`src/rtl/uart_tx_multi.sv`:
```
// UART transmitter: runtime divisor, parity and stop-bit select, valid/ready input buffer.
// Define UART_TX_FIFO_EN for a FIFO_DEPTH-entry FIFO; otherwise a single holding register.
module uart_tx_multi #(
    parameter  int DATA_BITS  = 8,
    parameter  int DIV_W      = 24,
    parameter  int FIFO_DEPTH = 4,
    localparam int LVL_W      = $clog2(FIFO_DEPTH + 1)
) (
    input  logic                 uart_clock,
    input  logic                 uart_reset,
    input  logic                 uart_valid,
    input  logic [DATA_BITS-1:0] uart_d_in,
    output logic                 uart_ready,
    input  logic [DIV_W-1:0]     baud_div,
    input  logic [1:0]           parity_mode,
    input  logic                 two_stop,
    output logic                 uart_d_out,
    output logic                 uart_busy,
    output logic [LVL_W-1:0]     fifo_level
);

    localparam int BW = $clog2(DATA_BITS);
    localparam logic [BW-1:0] LAST_BIT = BW'(DATA_BITS - 1);

    typedef enum logic [2:0] {S_IDLE, S_START, S_DATA, S_PARITY, S_STOP} state_t;

    state_t               state_reg, state_next;
    logic [DIV_W-1:0]     div_cnt_reg, div_cnt_next;
    logic [DIV_W-1:0]     div_lat_reg, div_lat_next;
    logic [BW-1:0]        bit_cnt_reg, bit_cnt_next;
    logic [DATA_BITS-1:0] shift_reg, shift_next;
    logic [1:0]           mode_reg, mode_next;
    logic                 two_stop_reg, two_stop_next;
    logic                 par_reg, par_next;
    logic                 ready_reg;
    logic                 push, pop, load, bit_end, buf_nonempty;
    logic [DATA_BITS-1:0] head;

    assign push       = uart_valid && ready_reg;
    assign uart_ready = ready_reg;
    assign uart_busy  = (state_reg != S_IDLE) || buf_nonempty;

    always_comb begin
        state_next    = state_reg;
        div_cnt_next  = div_cnt_reg;
        div_lat_next  = div_lat_reg;
        bit_cnt_next  = bit_cnt_reg;
        shift_next    = shift_reg;
        mode_next     = mode_reg;
        two_stop_next = two_stop_reg;
        par_next      = par_reg;
        load          = 1'b0;
        pop           = 1'b0;
        bit_end       = (div_cnt_reg == div_lat_reg);

        case (state_reg)
            S_IDLE: load = buf_nonempty;
            S_START: begin
                if (bit_end) begin
                    state_next   = S_DATA;
                    div_cnt_next = '0;
                    bit_cnt_next = '0;
                end else begin
                    div_cnt_next = div_cnt_reg + 1'b1;
                end
            end
            S_DATA: begin
                if (bit_end) begin
                    div_cnt_next = '0;
                    shift_next   = {1'b0, shift_reg[DATA_BITS-1:1]};
                    if (bit_cnt_reg == LAST_BIT) begin
                        bit_cnt_next = '0;
                        state_next   = (mode_reg != 2'b00) ? S_PARITY : S_STOP;
                    end else begin
                        bit_cnt_next = bit_cnt_reg + 1'b1;
                    end
                end else begin
                    div_cnt_next = div_cnt_reg + 1'b1;
                end
            end
            S_PARITY: begin
                if (bit_end) begin
                    state_next   = S_STOP;
                    div_cnt_next = '0;
                    bit_cnt_next = '0;
                end else begin
                    div_cnt_next = div_cnt_reg + 1'b1;
                end
            end
            S_STOP: begin
                if (bit_end) begin
                    div_cnt_next = '0;
                    if (bit_cnt_reg == BW'(two_stop_reg)) begin
                        bit_cnt_next = '0;
                        state_next   = S_IDLE;
                        load         = buf_nonempty;
                    end else begin
                        bit_cnt_next = bit_cnt_reg + 1'b1;
                    end
                end else begin
                    div_cnt_next = div_cnt_reg + 1'b1;
                end
            end
            default: state_next = S_IDLE;
        endcase

        // Frame setup shared by IDLE and the gapless STOP->START path.
        if (load) begin
            pop           = 1'b1;
            state_next    = S_START;
            div_cnt_next  = '0;
            bit_cnt_next  = '0;
            shift_next    = head;
            div_lat_next  = baud_div;
            mode_next     = parity_mode;
            two_stop_next = two_stop;
            case (parity_mode)
                2'b01:   par_next = ^head;
                2'b10:   par_next = ~^head;
                default: par_next = 1'b0;
            endcase
        end
    end

    always_comb begin
        uart_d_out = 1'b1;
        case (state_reg)
            S_START:  uart_d_out = 1'b0;
            S_DATA:   uart_d_out = shift_reg[0];
            S_PARITY: uart_d_out = par_reg;
            default:  uart_d_out = 1'b1;
        endcase
    end

    always_ff @(posedge uart_clock) begin
        if (!uart_reset) begin
            state_reg    <= S_IDLE;
            div_cnt_reg  <= '0;
            div_lat_reg  <= '0;
            bit_cnt_reg  <= '0;
            shift_reg    <= '0;
            mode_reg     <= 2'b00;
            two_stop_reg <= 1'b0;
            par_reg      <= 1'b0;
        end else begin
            state_reg    <= state_next;
            div_cnt_reg  <= div_cnt_next;
            div_lat_reg  <= div_lat_next;
            bit_cnt_reg  <= bit_cnt_next;
            shift_reg    <= shift_next;
            mode_reg     <= mode_next;
            two_stop_reg <= two_stop_next;
            par_reg      <= par_next;
        end
    end

`ifdef UART_TX_FIFO_EN
    localparam int PW = (FIFO_DEPTH > 1) ? $clog2(FIFO_DEPTH) : 1;

    logic [DATA_BITS-1:0] mem_reg [FIFO_DEPTH];
    logic [PW-1:0]        wr_ptr_reg, rd_ptr_reg;
    logic [LVL_W-1:0]     count_reg, count_next;

    assign head         = mem_reg[rd_ptr_reg];
    assign buf_nonempty = (count_reg != '0);
    assign fifo_level   = count_reg;

    always_comb begin
        count_next = count_reg;
        case ({push, pop})
            2'b10:   count_next = count_reg + 1'b1;
            2'b01:   count_next = count_reg - 1'b1;
            default: count_next = count_reg;
        endcase
    end

    always_ff @(posedge uart_clock) begin
        if (push) mem_reg[wr_ptr_reg] <= uart_d_in;
    end

    // Depth is a power of two, so the pointers wrap by natural overflow.
    always_ff @(posedge uart_clock) begin
        if (!uart_reset) begin
            wr_ptr_reg <= '0;
            rd_ptr_reg <= '0;
            count_reg  <= '0;
            ready_reg  <= 1'b1;
        end else begin
            if (push) wr_ptr_reg <= wr_ptr_reg + PW'(1);
            if (pop)  rd_ptr_reg <= rd_ptr_reg + PW'(1);
            count_reg <= count_next;
            ready_reg <= (count_next != LVL_W'(FIFO_DEPTH));
        end
    end
`else
    logic [DATA_BITS-1:0] hold_reg;
    logic                 full_reg, full_next;

    assign head         = hold_reg;
    assign buf_nonempty = full_reg;
    assign fifo_level   = LVL_W'(full_reg);
    assign full_next    = push ? 1'b1 : (pop ? 1'b0 : full_reg);

    always_ff @(posedge uart_clock) begin
        if (!uart_reset) begin
            hold_reg  <= '0;
            full_reg  <= 1'b0;
            ready_reg <= 1'b1;
        end else begin
            if (push) hold_reg <= uart_d_in;
            full_reg  <= full_next;
            ready_reg <= !full_next;
        end
    end
`endif

endmodule

```
`config.mk`:
```
export PLATFORM = sky130hd
export DESIGN_NAME = uart_tx_multi
export DESIGN_NICKNAME = d
export VERILOG_FILES = /design/src/rtl/uart_tx_multi.sv
export SDC_FILE = /design/constraint.sdc
export NUM_CORES = 1
export LEC_CHECK = 0
export ABC_AREA = 0
export CORE_UTILIZATION = 50
export CTS_BUF_LIST = sky130_fd_sc_hd__clkbuf_8 sky130_fd_sc_hd__clkbuf_16
export DETAILED_ROUTE_END_ITERATION = 10
export DONT_BUFFER_PORTS = 1
export GPL_TIMING_DRIVEN = 0
export HOLD_SLACK_MARGIN = 0.05
export MAX_ROUTING_LAYER = met4
export SLEW_MARGIN = 20
export SYNTH_ARGS = -nofsm -noshare
export SYNTH_HDL_FRONTEND = slang
export SYNTH_SLANG_ARGS = --single-unit
```
`constraint.sdc`:
```
create_clock -name uart_clock -period 3.5 [get_ports uart_clock]
set_input_delay 0 -clock uart_clock [delete_from_list [all_inputs] [get_ports uart_clock]]
set_output_delay 0 -clock uart_clock [all_outputs]
set_load 0.02 [all_outputs]
```
==> summary.md, run 1 <==
| Metric | Value |
|---|---|
| Status | finished clean |
| DR iter-0 viols | 117 |
| Mapped Area | 3680 µm² |
| Drt pass-1 iters | 4 |
| Worst R2R End | div_cnt_reg[18]$_SDFFE_PP0P_ |
| MaxCap Viol Count | 0 |
| Syn avg cell area | 8.92 µm² |
| Register area share after synthesis | 41.3% |
| Hold_buf cts | 43 |
| PortBufs | 0 |
| Final setup TNS | 0 ns |
| CP Capture Type | register |
| Routed wire length | 8180 µm |
| Min Tclk post-route | 2.25 ns |
| Buf/Inv on CP | 2 |
| Worst rel slew slack | 56.8% |
| Hold path start | uart_reset |
| First-pass GRT wire length | 13500 µm |
| Setup CP Type | reg2reg |
| Routed WL per cell | 14.4 µm |
| CP cell instances | clkbuf_1 > nand2_1 > nor4_1 > a41oi_2 > nand3_1 > buf_2 > nor2_1 |
| Dpl ws | approximately 1.3 ns |
| Row count | 30 |
| Largest net degree at the start of global routing | 13 |
| Area Overhead vs Synth | 20.7% |
| Share of synthesized flip-flops with an asynchronous set or reset | 0% |
| ANT cells | 0 |
| Post-CTS sizing | 0 |
| HP Class | in2reg |
| Global route overflow | 0 |
| Inserted Clock Buffers | 9 |
| Worst Slack Setup Final | 1.25 ns |
| Max Clk Rate | 444 MHz |
| Fin util | 64.0% |
| CTS Buffer Depth | 2 |
| Initial Utilization | 53.0% |
| Netlist cell types | 48 |
| Cell taking the most area after synthesis | dfxtp_1 |
| GRT Util Overall | a little under a quarter |
| Worst Hold End | uart_ready$_SDFF_PN1_ |
| Worst r2r path cells | 7 |
| PwrDens | around 560 nW/µm² |
| Vias in the first global route | 2818 |
| VDD IR max | 0.261 mV |
| TritonCTS clock tree | built |
| Final RePlAce weighted congestion | 0.791 |
| Top_reg_cell synth | dfxtp_1 |
| Final worst clock skew | 0.00669 ns |
| CTS sink count | 76 |
| Final setup vio count | 0 |
| Fin. Hold Viols | 0 |
| Hold path depth | 2 |
| Clk slew on worst S/H paths | 0.08 ns |
| Die width | 87.8 µm |
| Largest stage delay on the critical path | around 0.50 ns |
| Crit start category | register |
| RR Startpoint | state_reg[2]$_SDFFE_PP0P_ |
| Vias per cell | 5.15 |
| H-tree levels | 3 |
| Worst EP required | between 3 and 4 ns |
| Share of layout cells above drive strength 1 | between 7 and 8% |
| Vias after detailed routing | 2931 |
| Worst path slowest cell | nor4_1 |
| Num ports | 44 |
| CTS Root Cell | clkbuf_8 |
| FF+latch count, synth | 76 |
| Full die area | 7710 µm² |
| Die height | 87.8 µm |
| RSZ-0062 raised after global routing | false |
| Post-route ant nets | 0 |
| Post-Syn Instances | 413 |
| Share of the synthesized area in the top cell type | ~41% |
| Setup Fix Bufs, Post-CTS | 0 |
| Synth warnings | 0 |
| Top cells by area, synth | dfxtp_1, mux2i_1, xor2_1 |
| Crit share post-route | between 60% and 70% |
| Cell family with most CP delay | simple AND/OR/NAND/NOR gates |
| Core Box Area | 6940 µm² |
| Number of synthesized flops with an enable pin | 0 |
| Fill cell count | 622 |
| Nets | 509 |
| Design Power | 2.50 mW |
| Clk Latency, worst-skew pair | 0.35 ns |
| DP Wirelength | a little under 6000 µm |
| Crit path DAT | 2.49 ns |
| Pleak | 1.82 nW |
| Initial antenna violation count | 0 |
| Max FO, Critical Path | 10 |
| Slew @ Worst Pin | 0.642 ns |
| Residual DRC count | 0 |
| Final Slew Violations | 0 |
| R2R Setup Slk | 1.25 ns |
==> cell type report <==
type | count | area, µm² | area share, %
Buffer | 22 | 155 | 3.49
Clock buffer | 9 | 124 | 2.79
Tap cell | 96 | 120 | 2.70
Inverter | 1 | 3.75 | 0.0844
Sequential cell | 76 | 1520 | 34.2
Timing Repair Buffer | 43 | 430 | 9.68
Multi-Input combinational cell | 315 | 2010 | 45.1
Clock inverter | 7 | 85.1 | 1.91
==> cells by family (layout without fill, tap and decap cells) <==
group | count (synthesis) | in the layout | synth area share [%]
buffers and inverters | 23 | 82 | 4.31
AND/OR/NAND/NOR | 175 | 175 | 23.3
flip-flops | 76 | 76 | 41.3
XOR/XNOR | 53 | 53 | 12.6
adder cells (fa/ha/maj) | 3 | 3 | 1.02
other | 1 | 2 | 0.102
AO/OA/AOI/OAI | 48 | 48 | 8.05
multiplexers | 34 | 34 | 9.28
==> cells in the final DEF, fill, tap and decap left out, types with 4 or more instances in the layout <==
| master | netlist | final |
|---|---|---|
| nand2_1 | 44 | 44 |
| clkbuf_1 | 9 | 9 |
| and3_1 | 6 | 6 |
| nor2_1 | 61 | 61 |
| a21oi_1 | 22 | 22 |
| xnor2_1 | 17 | 17 |
| inv_1 | 1 | 4 |
| buf_2 | 5 | 5 |
| or3_1 | 4 | 4 |
| o21ai_1 | 5 | 5 |
| and4_1 | 8 | 8 |
| a31oi_1 | 4 | 4 |
| mux2i_1 | 33 | 33 |
| dfxtp_1 | 76 | 76 |
| clkbuf_8 | 0 | 9 |
| dlygate4sd3_1 | 0 | 43 |
| and2_1 | 4 | 4 |
| buf_4 | 4 | 4 |
| nand3_1 | 21 | 21 |
| nand4_1 | 5 | 5 |
| xor2_1 | 36 | 36 |
==> cells in the mapped netlist, types with 2 or more instances <==
cell       n
a21oi_1   22
xor2_1    36
dfxtp_1   76
nand2_1   44
nor2_1    61
o21ai_0    3
o21a_1     2
buf_12     2
and4_1     8
nor4_1     3
nor3_2     2
a31oi_1    4
buf_2      5
ha_1       3
buf_4      4
nor3_1     2
o21bai_1   3
mux2i_1   33
a311oi_1   2
nand4_1    5
nor4_2     3
and2_1     4
xnor2_1   17
or3_1      4
and3_1     6
nor2b_1    3
clkbuf_1   9
o21ai_1    5
nand3_1   21
nand2b_1   3
==> report_power, final <==
part,switching [mW],internal (mW),leakage (nW)
clock,0.328,0.394,0.117
combinational,0.430,0.330,1.09
sequential,0.0663,0.948,0.618
total,0.825,1.67,1.82
==> routing by layer <==
layer,GRT usage [%],vias to the layer above,wire length (µm)
met5,-,-,0
met4,8.94,0,114
met3,3.68,10,220
met2,39.3,45,4080
met1,29.4,1354,3760
li1,-,1522,-
==> per-stage QoR <==
step,cells,hold WS [ns],instance area (µm²)
2_1_floorplan,414,0.136,3690
6_report,569,0.0784,4450
4_1_cts,569,0.0595,4450
5_1_grt,569,0.0965,4450
3_3_place_gp,510,0.139,3810
3_5_place_dp,510,0.143,3810
==> worst max path at each step <==
stage | start | endpoint | slack (ns) | cells after the start
after floorplan | div_cnt_reg[13]$_SDFFE_PP0P_ | div_lat_reg[1]$_SDFFE_PN0P_ | 1.61 | 9
after CTS | state_reg[2]$_SDFFE_PP0P_ | div_cnt_reg[18]$_SDFFE_PP0P_ | 1.23 | 7
after detailed placement | state_reg[2]$_SDFFE_PP0P_ | div_cnt_reg[16]$_SDFFE_PP0P_ | 1.25 | 7
after global placement | state_reg[2]$_SDFFE_PP0P_ | div_cnt_reg[17]$_SDFFE_PP0P_ | 1.24 | 7
final | state_reg[2]$_SDFFE_PP0P_ | div_cnt_reg[18]$_SDFFE_PP0P_ | 1.25 | 7
after global routing | state_reg[2]$_SDFFE_PP0P_ | div_cnt_reg[12]$_SDFFE_PP0P_ | 0.98 | 7
No activity file was read; power rests on OpenSTA's default activity.
==> run 2, diff against run 1 <==
ABC_AREA = 1   (was 0)
clock period = 2.29 ns   (was 3.5 ns; I/O delays follow)
==> run 2 against run 1 <==
- combinational power rose by 110%
- register-to-register slack got worse by 1.0 ns
- clock-buffer cell count rose by 1
- die area rose by 14%
- wire length rose by 24%
- non-clock buffer count fell by 3
- synthesized area rose by 14%
- fmax rose by 9.2%
- synthesized cell count rose by 59%
==> summary.md, run 2 <==
| Metric | Value |
|---|---|
| Top_reg_cell synth | dfxtp_1 (unchanged) |
| Crit start category | register (unchanged) |
| Full die area | 8790 µm² (was 7710 µm²) |
| Fin util | 60.9% (was 64.0%) |
| TritonCTS clock tree | built (unchanged) |
| RSZ-0062 raised after global routing | false (unchanged) |
| Most frequent cells in the layout | nand2_1, nor2_1, inv_1, dfxtp_1, dlygate4sd3_1 (was dfxtp_1, nor2_1, nand2_1, dlygate4sd3_1, xor2_1) |
| Nets | 751 (was 509) |
| Global route overflow | 0 (unchanged) |
| DP Wirelength | 7350 µm (was 5830 µm) |
| CP cell instances | xor2_1 > nor2_1 > nand2_1 > nor2_4 > nand3_4 > nor2_4 > inv_2 > nand2_4 > buf_4 > nor2_1 (was clkbuf_1 > nand2_1 > nor4_1 > a41oi_2 > nand3_1 > buf_2 > nor2_1) |
| Vias per cell | 4.84 (was 5.15) |
| Die height | 93.8 µm (was 87.8 µm) |
| H-tree levels | 3 (unchanged) |
| Register area share after synthesis | 36.1% (was 41.3%) |
| Setup CP Type | reg2reg (unchanged) |
| Initial antenna violation count | 0 (unchanged) |
| Max FO, Critical Path | 10 (unchanged) |
| Dpl ws | 0.156 ns (was 1.25 ns) |
| Final setup TNS | 0 ns (unchanged) |
| PwrDens | 893 nW/µm² (was 562 nW/µm²) |
| Worst Slack Setup Final | 0.229 ns (was 1.25 ns) |
| Inserted Clock Buffers | 9 (unchanged) |
| First-pass GRT wire length | 16800 µm (was 13500 µm) |
| Crit path DAT | 2.31 ns (was 2.49 ns) |
| Share of layout cells above drive strength 1 | 8.39% (was 7.61%) |
| Core Box Area | 8180 µm² (was 6940 µm²) |
| MaxCap Viol Count | 0 (unchanged) |
| Area Overhead vs Synth | 18.2% (was 20.7%) |
| Row count | 33 (was 30) |
| Mapped Area | 4210 µm² (was 3680 µm²) |
| Initial Utilization | 51.5% (was 53.0%) |
| Share of synthesized flip-flops with an asynchronous set or reset | 0% (unchanged) |
| Buf/Inv on CP | 2 (unchanged) |
| FF+latch count, synth | 76 (unchanged) |
| Routed WL per cell | 12.4 µm (was 14.4 µm) |
| Clk slew on worst S/H paths | 0.09 ns (was 0.08 ns) |
| Finished Cell Area | 4980 µm² (was 4450 µm²) |
| CTS Root Cell | clkbuf_8 (unchanged) |
| Worst path slowest cell | dfxtp_1 (was nor4_1) |
| Pleak | 2.18 nW (was 1.82 nW) |
| CTS sink count | 76 (unchanged) |
| Count leader, synth | nand2_1 (was dfxtp_1) |
| Final RePlAce weighted congestion | 0.842 (was 0.791) |
| Final Slew Violations | 0 (unchanged) |
| Post-route ant nets | 0 (unchanged) |
| Fin. Hold Viols | 0 (unchanged) |
| Crit share post-route | 90.0% (was 64.3%) |
| Design Power | 4.45 mW (was 2.50 mW) |
| Max Clk Rate | 485 MHz (was 444 MHz) |
| Num ports | 44 (unchanged) |
| Vias after detailed routing | 3967 (was 2931) |
| Routed wire length | 10200 µm (was 8180 µm) |
| Netlist cell types | 35 (was 48) |
| PortBufs | 0 (unchanged) |
| Top post-synthesis cells by count | nand2_1, nor2_1, inv_1, dfxtp_1, o21ai_1 (was dfxtp_1, nor2_1, nand2_1, xor2_1, mux2i_1) |
| Drt pass-1 iters | 5 (was 4) |
| Worst rel slew slack | 62.8% (was 56.8%) |
| Final worst clock skew | 0.00872 ns (was 0.00669 ns) |
| Synth warnings | 0 (unchanged) |
| Post-Syn Instances | 656 (was 413) |
| Placed Instance Area | 4350 µm² (was 3810 µm²) |
| Die width | 93.8 µm (was 87.8 µm) |
| Slew @ Worst Pin | 0.557 ns (was 0.642 ns) |
| ANT cells | 0 (unchanged) |
| Largest stage delay on the critical path | 0.49 ns (was 0.50 ns) |
| VDD IR max | 0.456 mV (was 0.261 mV) |
| Commonest non-fill, non-tap cell in the layout | nand2_1 (was dfxtp_1) |
| Status | finished clean (unchanged) |
| Syn avg cell area | 6.42 µm² (was 8.92 µm²) |
| Cell taking the most area after synthesis | dfxtp_1 (unchanged) |
| Number of synthesized flops with an enable pin | 0 (unchanged) |
| Final setup vio count | 0 (unchanged) |
| HP Class | in2reg (unchanged) |
| Share of the synthesized area in the top cell type | 36.1% (was 41.3%) |
| DR iter-0 viols | 148 (was 117) |
| CP Capture Type | register (unchanged) |
| Residual DRC count | 0 (unchanged) |
| R2R Setup Slk | 0.23 ns (was 1.25 ns) |
| Worst EP required | 2.54 ns (was 3.74 ns) |
| Clk Latency, worst-skew pair | 0.36 ns (was 0.35 ns) |
| Min Tclk post-route | 2.06 ns (was 2.25 ns) |
| GRT Util Overall | 25.7% (was 23.9%) |
| Cell family with most CP delay | simple AND/OR/NAND/NOR gates (unchanged) |
| Setup Fix Bufs, Post-CTS | 0 (unchanged) |
| Largest net degree at the start of global routing | 14 (was 13) |
| Top cells by area, synth | dfxtp_1, nand2_1, nor2_1 (was dfxtp_1, mux2i_1, xor2_1) |
| Vias in the first global route | 3715 (was 2818) |
| CTS Buffer Depth | 2 (unchanged) |
==> run 2: layer usage <==
| metal | share of wire [%] | wire, µm | global-route usage, % |
|---|---|---|---|
| met1 | 45 | 4610 | 29.9 |
| met2 | 48 | 4830 | 43.4 |
| met3 | 5.0 | 508 | 4.77 |
| met4 | 2.2 | 224 | 10.8 |
| met5 | 0 | 0 | - |
==> run 2: cells by family after synthesis <==
family | share of synthesized area, %
XOR/XNOR | 5.41
buffers and inverters | 11.0
AO/OA/AOI/OAI | 9.72
other | 0.0890
AND/OR/NAND/NOR | 36.8
flip-flops | 36.1
adder cells (fa/ha/maj) | 0.891
==> run 2: power breakdown <==
group / internal [mW] / total (mW) / leakage [nW] / switching, mW
registers: 1.56 / 1.76 / 0.621 / 0.196
logic: 0.588 / 1.62 / 1.46 / 1.03
clock network: 0.532 / 1.07 / 0.0983 / 0.540
==> run 2: what timing repair did <==
item | in CTS | in global routing
resized for setup | 0 | 3
setup endpoints to repair | 0 | 13
hold buffers | 42 | 0
endpoints found under the hold margin | 45 | 0
==> run 2: final timing paths <==
path,startpoint,end,cells past startpoint
setup / recovery,div_cnt_reg[18]$_SDFFE_PP0P_,div_cnt_reg[19]$_SDFFE_PP0P_,10
hold / removal,uart_valid,head[1]$_SDFFE_PN0P_,4
hold reg to reg,head[3]$_SDFFE_PN0P_,head[3]$_SDFFE_PN0P_,2
setup reg to reg,div_cnt_reg[18]$_SDFFE_PP0P_,div_cnt_reg[19]$_SDFFE_PP0P_,10
==> run 2: worst register-to-register path: cells and delay by family (launching register included) <==
family        cells  cell delay (ns)
flops             1             0.49
simple gates      7             1.04
buf+inv           2             0.30
xor+xnor          1             0.12
==> run 2: stage by stage <==
stage,hold slack (ns),std cells
floorplan,0.135,657
global placement,0.137,762
detailed placement,0.143,762
CTS,0.0542,820
global route,0.0885,820
finish,0.0494,820
==> run 2: area by class of cell <==
cell class / instances / area [µm²]
clock inverter: 6 / 63.8
timing repair buffer: 42 / 420
sequential: 76 / 1520
fill: 799 / 3200
multi-input combinational: 472 / 2240
clock buffer: 10 / 138
tap: 105 / 131
buffer: 20 / 129
inverter: 89 / 334
